## src/rtl/instr_fetch_if.sv

```systemverilog
// Bundle of fetch-stage bus signals: the instruction-memory request/response channel,
// the redirect input from execute, and the instruction handshake toward the decoder.
interface instr_fetch_if;
  logic        imem_req_valid;
  logic [63:0] imem_req_addr;
  logic        imem_req_ready;
  logic        imem_resp_valid;
  logic [31:0] imem_resp_data;
  logic        redirect_valid;
  logic [63:0] redirect_pc;
  logic        instr_valid;
  logic [31:0] instr;
  logic [63:0] instr_pc;
  logic        instr_ready;

  modport master (
    output imem_req_valid, imem_req_addr,
    input  imem_req_ready, imem_resp_valid, imem_resp_data,
    input  redirect_valid, redirect_pc,
    output instr_valid, instr, instr_pc,
    input  instr_ready
  );

  modport slave (
    input  imem_req_valid, imem_req_addr,
    output imem_req_ready, imem_resp_valid, imem_resp_data,
    output redirect_valid, redirect_pc,
    input  instr_valid, instr, instr_pc,
    output instr_ready
  );
endinterface

```

## src/rtl/instr_fetch.sv

```systemverilog
// Instruction fetch stage: in-order word requests, prefetch FIFO toward the decoder, redirect flush.
// Optional IF_MISALIGN_TRAP_EN adds fetch_misalign, trapping on misaligned redirect targets.
module instr_fetch #(
  parameter logic [63:0] RESET_PC   = 64'h0,
  parameter int unsigned FIFO_DEPTH = 4
) (
  input logic           clk,
  input logic           rst,
  instr_fetch_if.master bus
`ifdef IF_MISALIGN_TRAP_EN
  ,
  output logic          fetch_misalign
`endif
);
  localparam int unsigned PTR_W  = $clog2(FIFO_DEPTH);
  localparam int unsigned CNT_W  = PTR_W + 1;
  localparam int unsigned DISC_W = 16;
  localparam logic [CNT_W:0] DEPTH_LIM = (CNT_W + 1)'(FIFO_DEPTH);

  logic [63:0]       fetch_pc_q, fetch_pc_d;
  logic [63:0]       resp_pc_q, resp_pc_d;
  logic [CNT_W-1:0]  outstanding_q, outstanding_d;
  logic [DISC_W-1:0] discard_q, discard_d;
  logic [CNT_W-1:0]  count_q, count_d;
  logic [PTR_W-1:0]  rd_ptr_q, rd_ptr_d;
  logic [PTR_W-1:0]  wr_ptr_q, wr_ptr_d;
  logic [31:0]       data_q [FIFO_DEPTH];
  logic [63:0]       pc_q   [FIFO_DEPTH];

  logic              trap_active;
  logic [CNT_W:0]    occupancy;
  logic [DISC_W-1:0] in_flight;
  logic [63:0]       redirect_target;
  logic              req_fire;
  logic              push;
  logic              pop;
  logic              resp_drop;

`ifdef IF_MISALIGN_TRAP_EN
  logic misalign_q, misalign_d;

  always_comb begin
    misalign_d = misalign_q;
    if (bus.redirect_valid) begin
      misalign_d = (bus.redirect_pc[1:0] != 2'b00);
    end
  end

  always_ff @(posedge clk) begin
    if (rst) begin
      misalign_q <= 1'b0;
    end else begin
      misalign_q <= misalign_d;
    end
  end

  assign trap_active    = misalign_q;
  assign fetch_misalign = misalign_q;
`else
  logic unused_pc_lsbs;
  assign unused_pc_lsbs = ^bus.redirect_pc[1:0];
  assign trap_active    = 1'b0;
`endif

  // Discarded responses are excluded: the issue gate only reserves space for live words.
  assign occupancy       = {1'b0, count_q} + {1'b0, outstanding_q};
  assign in_flight       = discard_q + DISC_W'(outstanding_q);
  assign redirect_target = {bus.redirect_pc[63:2], 2'b00};

  assign bus.imem_req_valid = !rst && !bus.redirect_valid && !trap_active && (occupancy < DEPTH_LIM);
  assign bus.imem_req_addr  = fetch_pc_q;
  assign bus.instr_valid    = !rst && !trap_active && (count_q != '0);
  assign bus.instr          = data_q[rd_ptr_q];
  assign bus.instr_pc       = pc_q[rd_ptr_q];

  assign req_fire  = bus.imem_req_valid && bus.imem_req_ready;
  assign pop       = bus.instr_valid && bus.instr_ready;
  assign resp_drop = bus.imem_resp_valid && (discard_q != '0);
  assign push      = bus.imem_resp_valid && (discard_q == '0) && !bus.redirect_valid;

  always_comb begin
    fetch_pc_d    = fetch_pc_q;
    resp_pc_d     = resp_pc_q;
    outstanding_d = outstanding_q;
    discard_d     = discard_q;
    count_d       = count_q;
    rd_ptr_d      = rd_ptr_q;
    wr_ptr_d      = wr_ptr_q;
    if (bus.redirect_valid) begin
      // Every word still owed by memory becomes a discard, less one arriving right now.
      fetch_pc_d    = redirect_target;
      resp_pc_d     = redirect_target;
      outstanding_d = '0;
      count_d       = '0;
      rd_ptr_d      = '0;
      wr_ptr_d      = '0;
      discard_d     = (bus.imem_resp_valid && (in_flight != '0)) ? in_flight - DISC_W'(1) : in_flight;
    end else begin
      if (req_fire) begin
        fetch_pc_d = fetch_pc_q + 64'd4;
      end
      if (resp_drop) begin
        discard_d = discard_q - DISC_W'(1);
      end
      if (push) begin
        resp_pc_d = resp_pc_q + 64'd4;
        wr_ptr_d  = wr_ptr_q + PTR_W'(1);
      end
      if (pop) begin
        rd_ptr_d = rd_ptr_q + PTR_W'(1);
      end
      outstanding_d = outstanding_q + CNT_W'(req_fire) - CNT_W'(push);
      count_d       = count_q + CNT_W'(push) - CNT_W'(pop);
    end
  end

  always_ff @(posedge clk) begin
    if (rst) begin
      fetch_pc_q    <= RESET_PC;
      resp_pc_q     <= RESET_PC;
      outstanding_q <= '0;
      discard_q     <= '0;
      count_q       <= '0;
      rd_ptr_q      <= '0;
      wr_ptr_q      <= '0;
    end else begin
      fetch_pc_q    <= fetch_pc_d;
      resp_pc_q     <= resp_pc_d;
      outstanding_q <= outstanding_d;
      discard_q     <= discard_d;
      count_q       <= count_d;
      rd_ptr_q      <= rd_ptr_d;
      wr_ptr_q      <= wr_ptr_d;
    end
  end

  always_ff @(posedge clk) begin
    if (push) begin
      data_q[wr_ptr_q] <= bus.imem_resp_data;
      pc_q[wr_ptr_q]   <= resp_pc_q;
    end
  end
endmodule

```

## src/flat_wrapper.sv

```systemverilog
// flat-port wrapper written by rule: the top's interface ports become plain ports
module instr_fetch_flat 
#(
  parameter logic [63:0] RESET_PC   = 64'h0,
  parameter int unsigned FIFO_DEPTH = 4
)
  (clk, rst, bus_imem_req_valid, bus_imem_req_addr, bus_imem_req_ready, bus_imem_resp_valid, bus_imem_resp_data, bus_redirect_valid, bus_redirect_pc, bus_instr_valid, bus_instr, bus_instr_pc, bus_instr_ready);
  instr_fetch_if bus_i ();
  input logic clk;
  input logic rst;
  output wire logic [$bits(bus_i.imem_req_valid)-1:0] bus_imem_req_valid;
  output wire logic [$bits(bus_i.imem_req_addr)-1:0] bus_imem_req_addr;
  input wire logic [$bits(bus_i.imem_req_ready)-1:0] bus_imem_req_ready;
  input wire logic [$bits(bus_i.imem_resp_valid)-1:0] bus_imem_resp_valid;
  input wire logic [$bits(bus_i.imem_resp_data)-1:0] bus_imem_resp_data;
  input wire logic [$bits(bus_i.redirect_valid)-1:0] bus_redirect_valid;
  input wire logic [$bits(bus_i.redirect_pc)-1:0] bus_redirect_pc;
  output wire logic [$bits(bus_i.instr_valid)-1:0] bus_instr_valid;
  output wire logic [$bits(bus_i.instr)-1:0] bus_instr;
  output wire logic [$bits(bus_i.instr_pc)-1:0] bus_instr_pc;
  input wire logic [$bits(bus_i.instr_ready)-1:0] bus_instr_ready;
  assign bus_imem_req_valid = bus_i.imem_req_valid;
  assign bus_imem_req_addr = bus_i.imem_req_addr;
  assign bus_i.imem_req_ready = bus_imem_req_ready;
  assign bus_i.imem_resp_valid = bus_imem_resp_valid;
  assign bus_i.imem_resp_data = bus_imem_resp_data;
  assign bus_i.redirect_valid = bus_redirect_valid;
  assign bus_i.redirect_pc = bus_redirect_pc;
  assign bus_instr_valid = bus_i.instr_valid;
  assign bus_instr = bus_i.instr;
  assign bus_instr_pc = bus_i.instr_pc;
  assign bus_i.instr_ready = bus_instr_ready;
  instr_fetch #(.RESET_PC(RESET_PC), .FIFO_DEPTH(FIFO_DEPTH)) u_core (.clk(clk), .rst(rst), .bus(bus_i));
endmodule
```

## config.mk

```make
export PLATFORM = sky130hd
export DESIGN_NAME = instr_fetch_flat
export DESIGN_NICKNAME = d
export VERILOG_FILES = /design/src/rtl/instr_fetch_if.sv /design/src/rtl/instr_fetch.sv /design/src/flat_wrapper.sv
export SDC_FILE = /design/constraint.sdc
export NUM_CORES = 1
export LEC_CHECK = 0
export ABC_AREA = 1
export CAP_MARGIN = 5
export CELL_PAD_IN_SITES_DETAIL_PLACEMENT = 1
export CELL_PAD_IN_SITES_GLOBAL_PLACEMENT = 1
export CORE_AREA = 3 3 237 239
export DETAILED_ROUTE_END_ITERATION = 16
export DIE_AREA = 0 0 240 242
export PLACE_DENSITY_LB_ADDON = 0.1
export SLEW_MARGIN = 20
export SYNTH_ARGS = -nofsm -noshare
export SYNTH_HDL_FRONTEND = slang
export SYNTH_SLANG_ARGS = --single-unit
export TNS_END_PERCENT = 50
```

## constraint.sdc

```tcl
create_clock -name clk -period 18.66 [get_ports clk]
set_input_delay 2.799 -clock clk [delete_from_list [all_inputs] [get_ports clk]]
set_output_delay 2.799 -clock clk [all_outputs]
set_load 0.01 [all_outputs]
```

# Yosys cells after proc, flatten, opt, wreduce, memory -nomap -nowiden

Memory sizes are Yosys's and may differ from the RTL's. A register that Yosys moved wholly into a read port is not among the register bits.
Index checks and enable logic that the tools add are counted.

$add $sub $neg: 12
Order comparisons: 1
Mux-type cells: 13
Reductions and logical operators: 19

Operators by type and width:

| cell                  | number |
|---|---|
| $mux 64               | 4 |
| $add 64x3->64 const B | 2 |
| $mux 16               | 3 |
| $reduce_bool 16->1    | 2 |
| $sub 16x1->16 const B | 2 |
| $add 16x3->16         | 1 |
| $logic_not 16->1      | 1 |
| $logic_and 1x1->1     | 9 |
| $mux 2                | 4 |
| $add 3x1->3           | 2 |
| $reduce_bool 2->1     | 3 |
| $sub 3x1->3           | 2 |
| $add 2x1->2 const B   | 2 |
| $add 3x3->4           | 1 |
| $lt 4x3->1 const B    | 1 |
| $reduce_bool 3->1     | 1 |
| $logic_not 1->1       | 2 |
| $mux 1                | 2 |
| $reduce_or 2->1       | 1 |

Flip-flop bits (word level): 154
Memory bits (writable): 384
Output and inout bits: 162
Memories kept: 2

Memories:

| name          | depth | width | rd ports | clocked after Yosys merged registers in | write ports | line              | RTL |
|---|---|---|---|---|---|---|---|
| u_core.pc_q   | 4     | 64    | 1        | 1                                       | 1           | instr_fetch.sv:28 | `logic [63:0] pc_q [FIFO_DEPTH];` |
| u_core.data_q | 4     | 32    | 1        | 1                                       | 1           | instr_fetch.sv:27 | `logic [31:0] data_q [FIFO_DEPTH];` |

# Depth between registers and ports, before layout

Depth after elaboration: 6
Gate-level depth with buffers: 20
Mapped depth without buffers: 19

# Worst setup path after synthesis

Ideal clock, no wire load.

Path type: input port to flip-flop
Start: input port bus_redirect_valid
End: memory u_core.data_q[0][0], enable pin
Library setup time: 0.547 ns
Arrival: 7.420 ns
Setup slack: 10.693 ns
Stages on the path: 5
Path buffers: 2
Cells stage by stage: buf_2 -> clkbuf_1 -> nor2_4 -> inv_1 -> nor2_1

Word-level cells in the longest chain between the ends: 4

Ends and longest elaborated chain:

| element                      | line               | RTL |
|---|---|---|
| start, declared              | flat_wrapper.sv:16 | `input wire logic [$bits(bus_i.redirect_valid)-1:0] bus_redirect_valid;` |
| $logic_not 1->1              | instr_fetch.sv:79  | `assign push = bus.imem_resp_valid && (discard_q == '0) && !bus.redirect_valid;` |
| $logic_and 1x1->1            | instr_fetch.sv:79  |  |
| net u_core.push              | instr_fetch.sv:35  | `logic push;` |
| $mux 1                       | instr_fetch.sv:138 | `if (push) begin` |
| $mux 1 (not written as such) | instr_fetch.sv:139 | `data_q[wr_ptr_q] <= bus.imem_resp_data;` |
| end, declared                | instr_fetch.sv:27  |  |

The timed path passes the listed nets, and every way through them passes these cells.

# Worst setup path after layout

Start: input port bus_redirect_valid
End: output port bus_imem_req_valid

Word-level cells in the longest chain between the ends: 3

Ends and longest elaborated chain:

| element                         | line               | RTL |
|---|---|---|
| $logic_not 1->1                 | instr_fetch.sv:70  | `assign bus.imem_req_valid = !rst && !bus.redirect_valid && !trap_active && (occupancy < DEPTH_LIM);` |
| $logic_and 1x1->1 (2 in series) | instr_fetch.sv:70  |  |
| end, declared                   | flat_wrapper.sv:11 | `output wire logic [$bits(bus_i.imem_req_valid)-1:0] bus_imem_req_valid;` |

No other way between the ends.

==> out/metrics.cfg <==
[status]
status=finished clean

[route]
drtIter0Drc=1586
wire_per_inst_um=24.20
drcViolationCount=0
vias_per_cell=5.826
ant_nets=0
vias=21720
routed_wl_mm=90.24
dr.pass1.iters=5

[clocking]
post-cts-setup-buffers=0
ctsResizeCount=0
holdBufCountCts=0
clockBufferDepth=3
clk_latency_ps=630
htree_levels=2
cts_sinks=528
clkTransAtPathRegs_ps=60
cts_inserted_buffers=56
cts_tree=done
cts-root-buf=clkbuf_16

[timing]
finalCritPeriodShare_pct=40.20
grt_setup_unrepaired=no
max-slew-margin-rel_pct=27.31
setup_tns_ps=0
fmax_mhz=133.3
drv_slew=0
worst_slew_pin_slew_ps=1090
min_period_ps=7501
final_hold_viol_count=0
fin_skew_ps=21.72
setup_violations=0

[synthesis]
synth_edf_count=376
yosysWarnings=0
synthCells=2779
syn_area_um2=25380
synth_cell_types=54
ys_ff_latch=528
avgSynthCellArea_um2=9.134
synthArstFlopShare_pct=0
synth-main-ff-cell=edfxtp_1
synth_seq_area_share_pct=56.47

[pwr]
p_per_area_nw_per_um2=92.71
total_power_w=0.002827
total_leakage_power_nw=10.77
irDropWorstVdd_mv=0.09267

[grt]
gr-total-overflow=0
grt_pass1_vias=22480
grt_pass1_wl_mm=135.6
antenna_found_initial=2
grt.total_usage_pct=30.31
grt_max_degree=104

[job]
cap_violations=0

[worst_setup_path]
crit_buf_inv=2
slowest_delay_ps=640
crit_family=buffers and inverters
cp_slowest_cell=clkdlybuf4s50_1
end_kind=primary output
critPathLaunchType=primary input
path_cells=buf_4 > nor2_2 > nand2_1 > a31oi_1 > clkdlybuf4s50_1
crit_fanout=58
cp_data_required_time_ps=15860
cp.arrival_ps=4700
critPathKind=primary input to primary output
r2r.worst_path.cells=12
crit_cells=5

[final_layout]
final_cell_mix=547 x nand2_1, 376 x edfxtp_1, 373 x nor2_1
area_delta_synth_final_pct=20.15
drive_above_1_share_pct=6.994
fin_nets=3107
final_cell_area_um2=30500
final_common_cell=nand2_1

[die]
fp.dieW_um=240
fp.dieH_um=242
num_rows=85
die-area_um2=58080
core_um2=54030
start_util_pct=46.98
pin_count=264

[worst_hold_path]
hold_class=flop to flop
hold_depth=1

[placement]
dp_hpwl_mm=60.80
dpl_cell_area_um2=28430
port-buffer-count=257
gp_congestion=0.9508

-- report_power, final --
part	switching (W)	total (W)	internal, W
Combinational	0.000146	0.000236	0.0000901
Sequential	0.0000528	0.00133	0.00128
Clock	0.000497	0.00126	0.000762
-- Yosys cell counts, types with 2 or more instances --
library cell / instances / share of area [%]
nand2_1: 547 / 8.1
nor2_1: 378 / 5.6
edfxtp_1: 376 / 44
o21ai_0: 249 / 4.9
inv_1: 186 / 2.8
dfxtp_1: 152 / 12
nand3_1: 144 / 2.8
clkbuf_1: 96 / 1.4
o22ai_1: 94 / 2.3
a31oi_1: 83 / 2.0
xor2_1: 79 / 2.7
a21oi_1: 60 / 1.2
nand4_1: 55 / 1.4
nor3_1: 52 / 1.0
xnor2_1: 29 / 1.0
buf_2: 22 / 0.43
nor4_1: 20 / 0.49
nand2_2: 19 / 0.47
ha_1: 18 / 0.89
nor2_2: 13 / 0.32
buf_4: 11 / 0.33
inv_2: 11 / 0.16
nor2_4: 9 / 0.40
o211ai_1: 9 / 0.27
nand3_2: 7 / 0.28
or2_2: 7 / 0.17
nor3_2: 6 / 0.24
nand3b_1: 4 / 0.12
a211oi_1: 3 / 0.089
a21oi_2: 3 / 0.10
buf_6: 3 / 0.13
clkinv_1: 3 / 0.044
fa_1: 3 / 0.24
o21ai_1: 3 / 0.059
and2_1: 2 / 0.049
nand2_4: 2 / 0.089
nor4_2: 2 / 0.099
o21ai_2: 2 / 0.069
o41ai_1: 2 / 0.069
-- routing by layer --
layer  track usage, %  vias up  wire (µm)
li1                 -    10010          -
met1            40.72    10940      39200
met2            51.30      635      43780
met3            5.112      129       5210
met4            7.214        0       2039
met5                0        -          0
-- cells by family after synthesis --
kind of cell / after synthesis / share of synthesized area [%]
adder cells (fa/ha/maj): 21 / 1.124
AO/OA/AOI/OAI: 514 / 11.30
AND/OR/NAND/NOR: 1272 / 21.91
flip-flops: 528 / 56.47
other: 1 / 0.01477
XOR/XNOR: 110 / 3.899
buffers and inverters: 333 / 5.284
-- worst paths after layout --
| kind | slack (ps) | endpoint | startpoint |
|---|---|---|---|
| worst max register to register | 14140 | u_core.pc_q[3][53] | u_core.discard_q[0] |
| worst min register to register | 510 | flop | u_core.rd_ptr_q[1] |
| worst max-delay path | 11160 | bus_imem_req_valid | bus_redirect_valid |
| worst min-delay path | 510 | flop | u_core.rd_ptr_q[1] |
-- through the flow --
| step | setup WS [ps] | instances | hold slack [ps] | util [%] |
|---|---|---|---|---|
| CTS | 11110 | 3727 | 509.8 | 56.44 |
| detailed placement | 11120 | 3622 | 493.8 | 52.63 |
| finish | 11160 | 3728 | 514.2 | 56.45 |
| global route | 11050 | 3727 | 557.8 | 56.44 |
| global placement | 11160 | 3622 | 469.8 | 52.63 |
| floorplan | 10690 | 2782 | 456.7 | - |
-- state kept, by name, summed over array words and instances, names as in the netlist, named ones only --
signal,flops
u_core.data_q,128
u_core.pc_q,248
u_core.outstanding_q,3
u_core.count_q,3
u_core.rd_ptr_q,2
u_core.discard_q,16
u_core.resp_pc_q,62
u_core.wr_ptr_q,2
u_core.bus.imem_req_addr,62
-- layout make-up --
cell class	instances	area (µm²)
inverters	200	754.5
clock inverters	42	633.1
diodes	1	2.502
repair buffers	277	2718
clock buffers	63	1428
multi-input cells	1921	9752
fillers	6122	23530
well taps	696	870.8
flip-flops and latches	528	14340
Note: power is estimated with default switching activity, not from simulation.
